--- src/rtl/armleocpu_axi_arbiter.sv ---
// N-to-1 AXI4 arbiter: OPT_NUMBER_OF_HOSTS masters share one downstream port; read and
// write channels are arbitrated independently, round-robin, one outstanding burst each.
// Latency: one idle arbitration cycle before each address phase, then pure pass-through.
// Backpressure: ready/valid pass straight through for the granted master only; all other
// masters see ready=0 and response valid=0 until the burst finishes.
// Ports: clk, rst (sync, active-high); client_axi_* = per-master packed AXI4 slave side
// (master i at slice i); host_axi_* = single downstream AXI4 master side.
module armleocpu_axi_arbiter #(
   parameter int ADDR_WIDTH          = 34,
   parameter int DATA_WIDTH          = 32,
   parameter int ID_WIDTH            = 4,
   parameter int OPT_NUMBER_OF_HOSTS = 2
) (
   input  logic                                        clk,
   input  logic                                        rst,
   // client write address
   input  logic [OPT_NUMBER_OF_HOSTS-1:0]              client_axi_awvalid,
   output logic [OPT_NUMBER_OF_HOSTS-1:0]              client_axi_awready,
   input  logic [OPT_NUMBER_OF_HOSTS*ADDR_WIDTH-1:0]   client_axi_awaddr,
   input  logic [OPT_NUMBER_OF_HOSTS*8-1:0]            client_axi_awlen,
   input  logic [OPT_NUMBER_OF_HOSTS*3-1:0]            client_axi_awsize,
   input  logic [OPT_NUMBER_OF_HOSTS*2-1:0]            client_axi_awburst,
   input  logic [OPT_NUMBER_OF_HOSTS-1:0]              client_axi_awlock,
   input  logic [OPT_NUMBER_OF_HOSTS*3-1:0]            client_axi_awprot,
   input  logic [OPT_NUMBER_OF_HOSTS*ID_WIDTH-1:0]     client_axi_awid,
   // client write data
   input  logic [OPT_NUMBER_OF_HOSTS-1:0]              client_axi_wvalid,
   output logic [OPT_NUMBER_OF_HOSTS-1:0]              client_axi_wready,
   input  logic [OPT_NUMBER_OF_HOSTS*DATA_WIDTH-1:0]   client_axi_wdata,
   input  logic [OPT_NUMBER_OF_HOSTS*DATA_WIDTH/8-1:0] client_axi_wstrb,
   input  logic [OPT_NUMBER_OF_HOSTS-1:0]              client_axi_wlast,
   // client write response
   output logic [OPT_NUMBER_OF_HOSTS-1:0]              client_axi_bvalid,
   input  logic [OPT_NUMBER_OF_HOSTS-1:0]              client_axi_bready,
   output logic [OPT_NUMBER_OF_HOSTS*2-1:0]            client_axi_bresp,
   output logic [OPT_NUMBER_OF_HOSTS*ID_WIDTH-1:0]     client_axi_bid,
   // client read address
   input  logic [OPT_NUMBER_OF_HOSTS-1:0]              client_axi_arvalid,
   output logic [OPT_NUMBER_OF_HOSTS-1:0]              client_axi_arready,
   input  logic [OPT_NUMBER_OF_HOSTS*ADDR_WIDTH-1:0]   client_axi_araddr,
   input  logic [OPT_NUMBER_OF_HOSTS*8-1:0]            client_axi_arlen,
   input  logic [OPT_NUMBER_OF_HOSTS*3-1:0]            client_axi_arsize,
   input  logic [OPT_NUMBER_OF_HOSTS*2-1:0]            client_axi_arburst,
   input  logic [OPT_NUMBER_OF_HOSTS-1:0]              client_axi_arlock,
   input  logic [OPT_NUMBER_OF_HOSTS*3-1:0]            client_axi_arprot,
   input  logic [OPT_NUMBER_OF_HOSTS*ID_WIDTH-1:0]     client_axi_arid,
   // client read data
   output logic [OPT_NUMBER_OF_HOSTS-1:0]              client_axi_rvalid,
   input  logic [OPT_NUMBER_OF_HOSTS-1:0]              client_axi_rready,
   output logic [OPT_NUMBER_OF_HOSTS*2-1:0]            client_axi_rresp,
   output logic [OPT_NUMBER_OF_HOSTS-1:0]              client_axi_rlast,
   output logic [OPT_NUMBER_OF_HOSTS*DATA_WIDTH-1:0]   client_axi_rdata,
   output logic [OPT_NUMBER_OF_HOSTS*ID_WIDTH-1:0]     client_axi_rid,
   // host (downstream) port
   output logic                                        host_axi_awvalid,
   input  logic                                        host_axi_awready,
   output logic [ADDR_WIDTH-1:0]                       host_axi_awaddr,
   output logic [7:0]                                  host_axi_awlen,
   output logic [2:0]                                  host_axi_awsize,
   output logic [1:0]                                  host_axi_awburst,
   output logic                                        host_axi_awlock,
   output logic [2:0]                                  host_axi_awprot,
   output logic [ID_WIDTH-1:0]                         host_axi_awid,
   output logic                                        host_axi_wvalid,
   input  logic                                        host_axi_wready,
   output logic [DATA_WIDTH-1:0]                       host_axi_wdata,
   output logic [DATA_WIDTH/8-1:0]                     host_axi_wstrb,
   output logic                                        host_axi_wlast,
   input  logic                                        host_axi_bvalid,
   output logic                                        host_axi_bready,
   input  logic [1:0]                                  host_axi_bresp,
   input  logic [ID_WIDTH-1:0]                         host_axi_bid,
   output logic                                        host_axi_arvalid,
   input  logic                                        host_axi_arready,
   output logic [ADDR_WIDTH-1:0]                       host_axi_araddr,
   output logic [7:0]                                  host_axi_arlen,
   output logic [2:0]                                  host_axi_arsize,
   output logic [1:0]                                  host_axi_arburst,
   output logic                                        host_axi_arlock,
   output logic [2:0]                                  host_axi_arprot,
   output logic [ID_WIDTH-1:0]                         host_axi_arid,
   input  logic                                        host_axi_rvalid,
   output logic                                        host_axi_rready,
   input  logic [1:0]                                  host_axi_rresp,
   input  logic                                        host_axi_rlast,
   input  logic [DATA_WIDTH-1:0]                       host_axi_rdata,
   input  logic [ID_WIDTH-1:0]                         host_axi_rid
);

   localparam int N  = OPT_NUMBER_OF_HOSTS;
   localparam int DS = DATA_WIDTH / 8;
   localparam int GW = (N > 1) ? $clog2(N) : 1;

   typedef enum logic [1:0] {R_IDLE = 2'd0, R_ADDR = 2'd1, R_DATA = 2'd2} rstate_t;
   typedef enum logic [1:0] {W_IDLE = 2'd0, W_ADDR = 2'd1, W_DATA = 2'd2, W_RESP = 2'd3} wstate_t;

   rstate_t         rstate;
   wstate_t         wstate;
   logic [GW-1:0]   r_grant, r_last, r_pick;
   logic [GW-1:0]   w_grant, w_last, w_pick;

   // First requester strictly after 'last', wrapping; the previous winner is checked last.
   function automatic logic [GW-1:0] rr_pick(input logic [N-1:0] req, input logic [GW-1:0] last);
      logic [GW-1:0] sel;
      logic          found;
      int            idx;
      sel   = '0;
      found = 1'b0;
      for (int i = 1; i <= N; i++) begin
         idx = (int'(last) + i) % N;
         if (!found && req[idx]) begin
            sel   = GW'(idx);
            found = 1'b1;
         end
      end
      return sel;
   endfunction

   assign r_pick = rr_pick(client_axi_arvalid, r_last);
   assign w_pick = rr_pick(client_axi_awvalid, w_last);

   // Phase qualifiers also mask on rst so outputs are quiet for the whole reset window,
   // including the cycle in which rst is first seen.
   logic ar_phase, r_phase, aw_phase, w_phase, b_phase;
   assign ar_phase = !rst && (rstate == R_ADDR);
   assign r_phase  = !rst && (rstate == R_DATA);
   assign aw_phase = !rst && (wstate == W_ADDR);
   assign w_phase  = !rst && (wstate == W_DATA);
   assign b_phase  = !rst && (wstate == W_RESP);

   always_ff @(posedge clk) begin
      if (rst) begin
         rstate  <= R_IDLE;
         r_grant <= '0;
         r_last  <= GW'(N - 1);
      end else begin
         case (rstate)
            R_IDLE: if (|client_axi_arvalid) begin
               r_grant <= r_pick;
               rstate  <= R_ADDR;
            end
            R_ADDR: if (host_axi_arvalid && host_axi_arready) rstate <= R_DATA;
            R_DATA: if (host_axi_rvalid && host_axi_rready && host_axi_rlast) begin
               r_last <= r_grant;
               rstate <= R_IDLE;
            end
            default: rstate <= R_IDLE;
         endcase
      end
   end

   always_ff @(posedge clk) begin
      if (rst) begin
         wstate  <= W_IDLE;
         w_grant <= '0;
         w_last  <= GW'(N - 1);
      end else begin
         case (wstate)
            W_IDLE: if (|client_axi_awvalid) begin
               w_grant <= w_pick;
               wstate  <= W_ADDR;
            end
            W_ADDR: if (host_axi_awvalid && host_axi_awready) wstate <= W_DATA;
            // Burst end is taken from wlast alone; beats are not counted against awlen.
            W_DATA: if (host_axi_wvalid && host_axi_wready && host_axi_wlast) wstate <= W_RESP;
            W_RESP: if (host_axi_bvalid && host_axi_bready) begin
               w_last <= w_grant;
               wstate <= W_IDLE;
            end
            default: wstate <= W_IDLE;
         endcase
      end
   end

   always_comb begin
      host_axi_arvalid = ar_phase && client_axi_arvalid[r_grant];
      host_axi_araddr  = ar_phase ? client_axi_araddr[r_grant*ADDR_WIDTH +: ADDR_WIDTH] : '0;
      host_axi_arlen   = ar_phase ? client_axi_arlen[r_grant*8 +: 8] : '0;
      host_axi_arsize  = ar_phase ? client_axi_arsize[r_grant*3 +: 3] : '0;
      host_axi_arburst = ar_phase ? client_axi_arburst[r_grant*2 +: 2] : '0;
      host_axi_arlock  = ar_phase && client_axi_arlock[r_grant];
      host_axi_arprot  = ar_phase ? client_axi_arprot[r_grant*3 +: 3] : '0;
      host_axi_arid    = ar_phase ? client_axi_arid[r_grant*ID_WIDTH +: ID_WIDTH] : '0;
      host_axi_rready  = r_phase && client_axi_rready[r_grant];
      client_axi_arready = '0;
      client_axi_rvalid  = '0;
      client_axi_rresp   = '0;
      client_axi_rlast   = '0;
      client_axi_rdata   = '0;
      client_axi_rid     = '0;
      if (ar_phase) client_axi_arready[r_grant] = host_axi_arready;
      if (r_phase) begin
         client_axi_rvalid[r_grant]                           = host_axi_rvalid;
         client_axi_rresp[r_grant*2 +: 2]                     = host_axi_rresp;
         client_axi_rlast[r_grant]                            = host_axi_rlast;
         client_axi_rdata[r_grant*DATA_WIDTH +: DATA_WIDTH]   = host_axi_rdata;
         client_axi_rid[r_grant*ID_WIDTH +: ID_WIDTH]         = host_axi_rid;
      end
   end

   always_comb begin
      host_axi_awvalid = aw_phase && client_axi_awvalid[w_grant];
      host_axi_awaddr  = aw_phase ? client_axi_awaddr[w_grant*ADDR_WIDTH +: ADDR_WIDTH] : '0;
      host_axi_awlen   = aw_phase ? client_axi_awlen[w_grant*8 +: 8] : '0;
      host_axi_awsize  = aw_phase ? client_axi_awsize[w_grant*3 +: 3] : '0;
      host_axi_awburst = aw_phase ? client_axi_awburst[w_grant*2 +: 2] : '0;
      host_axi_awlock  = aw_phase && client_axi_awlock[w_grant];
      host_axi_awprot  = aw_phase ? client_axi_awprot[w_grant*3 +: 3] : '0;
      host_axi_awid    = aw_phase ? client_axi_awid[w_grant*ID_WIDTH +: ID_WIDTH] : '0;
      // Early W from the granted master stalls here until its AW has been accepted.
      host_axi_wvalid  = w_phase && client_axi_wvalid[w_grant];
      host_axi_wdata   = w_phase ? client_axi_wdata[w_grant*DATA_WIDTH +: DATA_WIDTH] : '0;
      host_axi_wstrb   = w_phase ? client_axi_wstrb[w_grant*DS +: DS] : '0;
      host_axi_wlast   = w_phase && client_axi_wlast[w_grant];
      host_axi_bready  = b_phase && client_axi_bready[w_grant];
      client_axi_awready = '0;
      client_axi_wready  = '0;
      client_axi_bvalid  = '0;
      client_axi_bresp   = '0;
      client_axi_bid     = '0;
      if (aw_phase) client_axi_awready[w_grant] = host_axi_awready;
      if (w_phase)  client_axi_wready[w_grant]  = host_axi_wready;
      if (b_phase) begin
         client_axi_bvalid[w_grant]                   = host_axi_bvalid;
         client_axi_bresp[w_grant*2 +: 2]             = host_axi_bresp;
         client_axi_bid[w_grant*ID_WIDTH +: ID_WIDTH] = host_axi_bid;
      end
   end

endmodule

--- config.mk ---
export PLATFORM = sky130hd
export DESIGN_NAME = armleocpu_axi_arbiter
export DESIGN_NICKNAME = d
export VERILOG_FILES = /design/src/rtl/armleocpu_axi_arbiter.sv
export SDC_FILE = /design/constraint.sdc
export NUM_CORES = 1
export LEC_CHECK = 0
export BUFFER_PORTS_ARGS = -buffer_cell sky130_fd_sc_hd__buf_2
export CORE_AREA = 2 2 234 236
export CTS_CLUSTER_DIAMETER = 30
export DETAILED_ROUTE_END_ITERATION = 12
export DIE_AREA = 0 0 236 238
export HOLD_SLACK_MARGIN = 0.03
export PLACE_DENSITY_LB_ADDON = 0.15
export SYNTH_ARGS = -nofsm -noshare
export SYNTH_HDL_FRONTEND = slang
export SYNTH_SLANG_ARGS = --single-unit
--- constraint.sdc ---
create_clock -name clk -period 3.7 [get_ports clk]
set_input_delay 0.74 -clock clk [delete_from_list [all_inputs] [get_ports clk]]
set_output_delay 0.74 -clock clk [all_outputs]
set_load 0.005 [all_outputs]
==> impl_results.md <==
* Status: complete, no violations
* Worst hold margin at 0.521 ns
* Top-count cell post-synth: nor2_1
* Post-synthesis compound-gate area fraction at 2.91%
* Ys async rst share at 0%
* Slew margin rel. at 53.5%
* WP data arrival at 2.15 ns
* Cell Pwr Density at 171 nW/µm²
* Area leader, netlist: mux2i_1
* Cell depth of the worst flop-to-flop path at 5
* Clock Path Buffers at 2
* Initial DRC count at 132
* Synthesized area at 3440 µm²
* TritonCTS clock tree: built
* XOR/XNOR share of the synthesized area at 0%
* Post-DR wirelength/cell at 12.9 µm
* Critical path data required time at 2.96 ns
* Via density per instance at 3.15
* Ports at 608
* Final hold violation count at 0
* Post-Synth Simple-Gate Area at 39.7%
* Max cap viols at 0
* Die width at 236 µm
* Post-synthesis mux area share at 44.6%
* Vias at 5,623
* Clock buffer count from CTS at 3
* Min-delay src: wstate[1]
* Top cells by area, synth: mux2i_1 44%, nor2_1 17%, and2_1 17%
* Yosys reg bits at 8
* Setup Fix Bufs, Post-CTS at 0
* Synth cell count leaders: 159 x nor2_1, 152 x mux2i_1, 94 x and2_1
* First-pass GRT wire length at 31.7 mm
* Routability cong. at 0.776
* Initial Util at 6.42%
* Final Setup Violations at 0
* Sequential share of the synthesized area at 4.66%
* Largest net degree at the start of global routing at 59
* Port Buffers at 607
* Htree depth at 1
* Worst hold endpoint: wstate[1]
* Final Skew at 0.000406 ns
* GRT overflow at 0
* Post-synth EDFFs at 0
* Clock Tree Root: clkbuf_16
* Hold Path Stages at 2
* Clock sinks at 8
* Total GRT Usage at 7.38%
* RR Startpoint: w_grant
* Crit Path Max Fanout at 40
* Adder-Cell Fraction of Synth Area at 1.46%
* Minimum clock period after layout at 2.89 ns
* Hold_buf cts at 0
* WL final at 23.1 mm
* Die Height at 238 µm
* Worst slew pin tran at 0.694 ns
* Cell row count at 85
* Top cell by count, worst path: buf_2
* Largest family of logic cells by synthesized area: multiplexers
* Static leakage at 4.03 nW
* Slowest cell delay on critical path at 0.46 ns
* WP buf/inv at 3
* DRT antenna net count at 0
* Initial antenna violation count at 4
* Critical R2R Capture: wstate[1]
* Unrepaired setup endpoints after global routing: false
* Unique masters post-synth at 32
* Die area at 56,200 µm²
* Avg Inst Size Synth at 6.71 µm²
* Cells after Synth at 512
* Cell family with most CP delay: simple AND/OR/NAND/NOR gates
* Design area at 7360 µm²
* Setup crit start kind: input port
* Fmax at 0.347 GHz
* Initial DRT Pass Iterations at 4
* NumNets Final at 1,450
* Hold Path Class: reg2reg
* PostCTS Resize Cnt at 0
* Slowest stage cell, crit path: or3b_4
* Share of the synthesized area in the top cell type at 44.3%
* Post-detail-place hpwl at 20.3 mm
* Placed Area at 7280 µm²
* CP endpoint kind: output pin
* Clk Latency, worst-skew pair at 0.24 ns
* Pwr Total at 1.26 mW
* Share of cells above drive strength 1 at 57.8%
* # DRC at 0
* Vias in the first global route at 5,367
* Kind of critical path: in2out
* Post-route clock period utilization at 78.0%
* Core ar. at 53,500 µm²
* Syn_nets at 872
* Slew Viols, Final at 0
* Most used flip-flop cell after synthesis: dfxtp_1
* FF-to-FF setup slack at 1.50 ns
* Layout area overhead at 114%
* VDD IR max at 0.0000916 V
* TNS Setup at 0 ns
* Clock Pin Slew Worst Setup and Hold Paths at 0.04 ns
* Worst-path cell chain: buf_2 > or3b_4 > nor2_2 > buf_4 > and2_1 > buf_2
* YS warnings at 0
-- power breakdown --
part,switching [mW],internal [mW],total [mW]
clock,0.0528,0.140,0.193
combinational,0.446,0.476,0.922
sequential,0.0427,0.0991,0.142
total,0.541,0.715,1.26
-- worst max path at each step --
stage / cells after the start / to / slack (ns) / start
after floorplan: 4 / client_axi_rdata[0] / 1.32 / rst
after CTS: 6 / client_axi_rid[1] / 0.75 / rst
final: 6 / client_axi_rdata[49] / 0.81 / rst
after global routing: 6 / client_axi_rdata[52] / 0.66 / rst
after detailed placement: 6 / client_axi_rid[1] / 0.76 / rst
after global placement: 6 / client_axi_rdata[20] / 0.77 / rst
-- worst min-delay path, stage by stage, from the launching register on --
cell      delay, ns
dfxtp_1        0.33
nand2b_1       0.08
mux2i_1        0.06
-- stage by stage --
step	setup WS [ns]	util (%)	std cells
after floorplan	1.32	-	512
after global placement	0.770	13.6	1781
after detailed placement	0.757	13.6	1781
after CTS	0.754	13.7	1784
after global routing	0.659	13.8	1787
final	0.814	13.8	1787
-- cell type report --
class | count | area [µm²]
timing repair buffer | 617 | 3160
inverter | 7 | 26.3
fill | 6280 | 46100
clock buffer | 3 | 75.1
antenna | 3 | 7.51
sequential | 8 | 168
tap | 696 | 871
multi-input combinational | 453 | 3050
-- registers in the layout (all words and copies together), names as in the netlist --
register	cells
r_last	1
w_grant	1
w_last	1
wstate	2
r_grant	1
rstate	2
-- cells by family after synthesis --
| kind of cell | Yosys count |
|---|---|
| AO/OA/AOI/OAI | 13 |
| adder cells (fa/ha/maj) | 4 |
| buffers and inverters | 51 |
| flip-flops | 8 |
| multiplexers | 153 |
| AND/OR/NAND/NOR | 283 |
-- cell usage in the layout, fill, tap and decap left out, drive strengths merged, types with 2 or more instances in the layout --
cell / Yosys / final
buf: 26 / 617
nor2: 161 / 161
mux2i: 152 / 152
and2: 94 / 94
nand2b: 8 / 8
dfxtp: 8 / 8
inv: 7 / 7
nor3: 7 / 7
nand2: 7 / 7
ha: 4 / 4
diode: 0 / 3
clkbuf: 18 / 3
nor2b: 2 / 2
a32oi: 2 / 2
o21ai: 2 / 2
-- metal layers --
layer,routed length (µm),part of all wire [%],up-vias,GRT usage [%]
met2,12900,56,355,15.3
met3,2040,8.8,6,2.01
met4,270,1.2,0,1.76
li1,-,-,2844,-
met5,0,0,-,0
met1,7910,34,2418,7.04
Power figures use the tool's default switching activity.
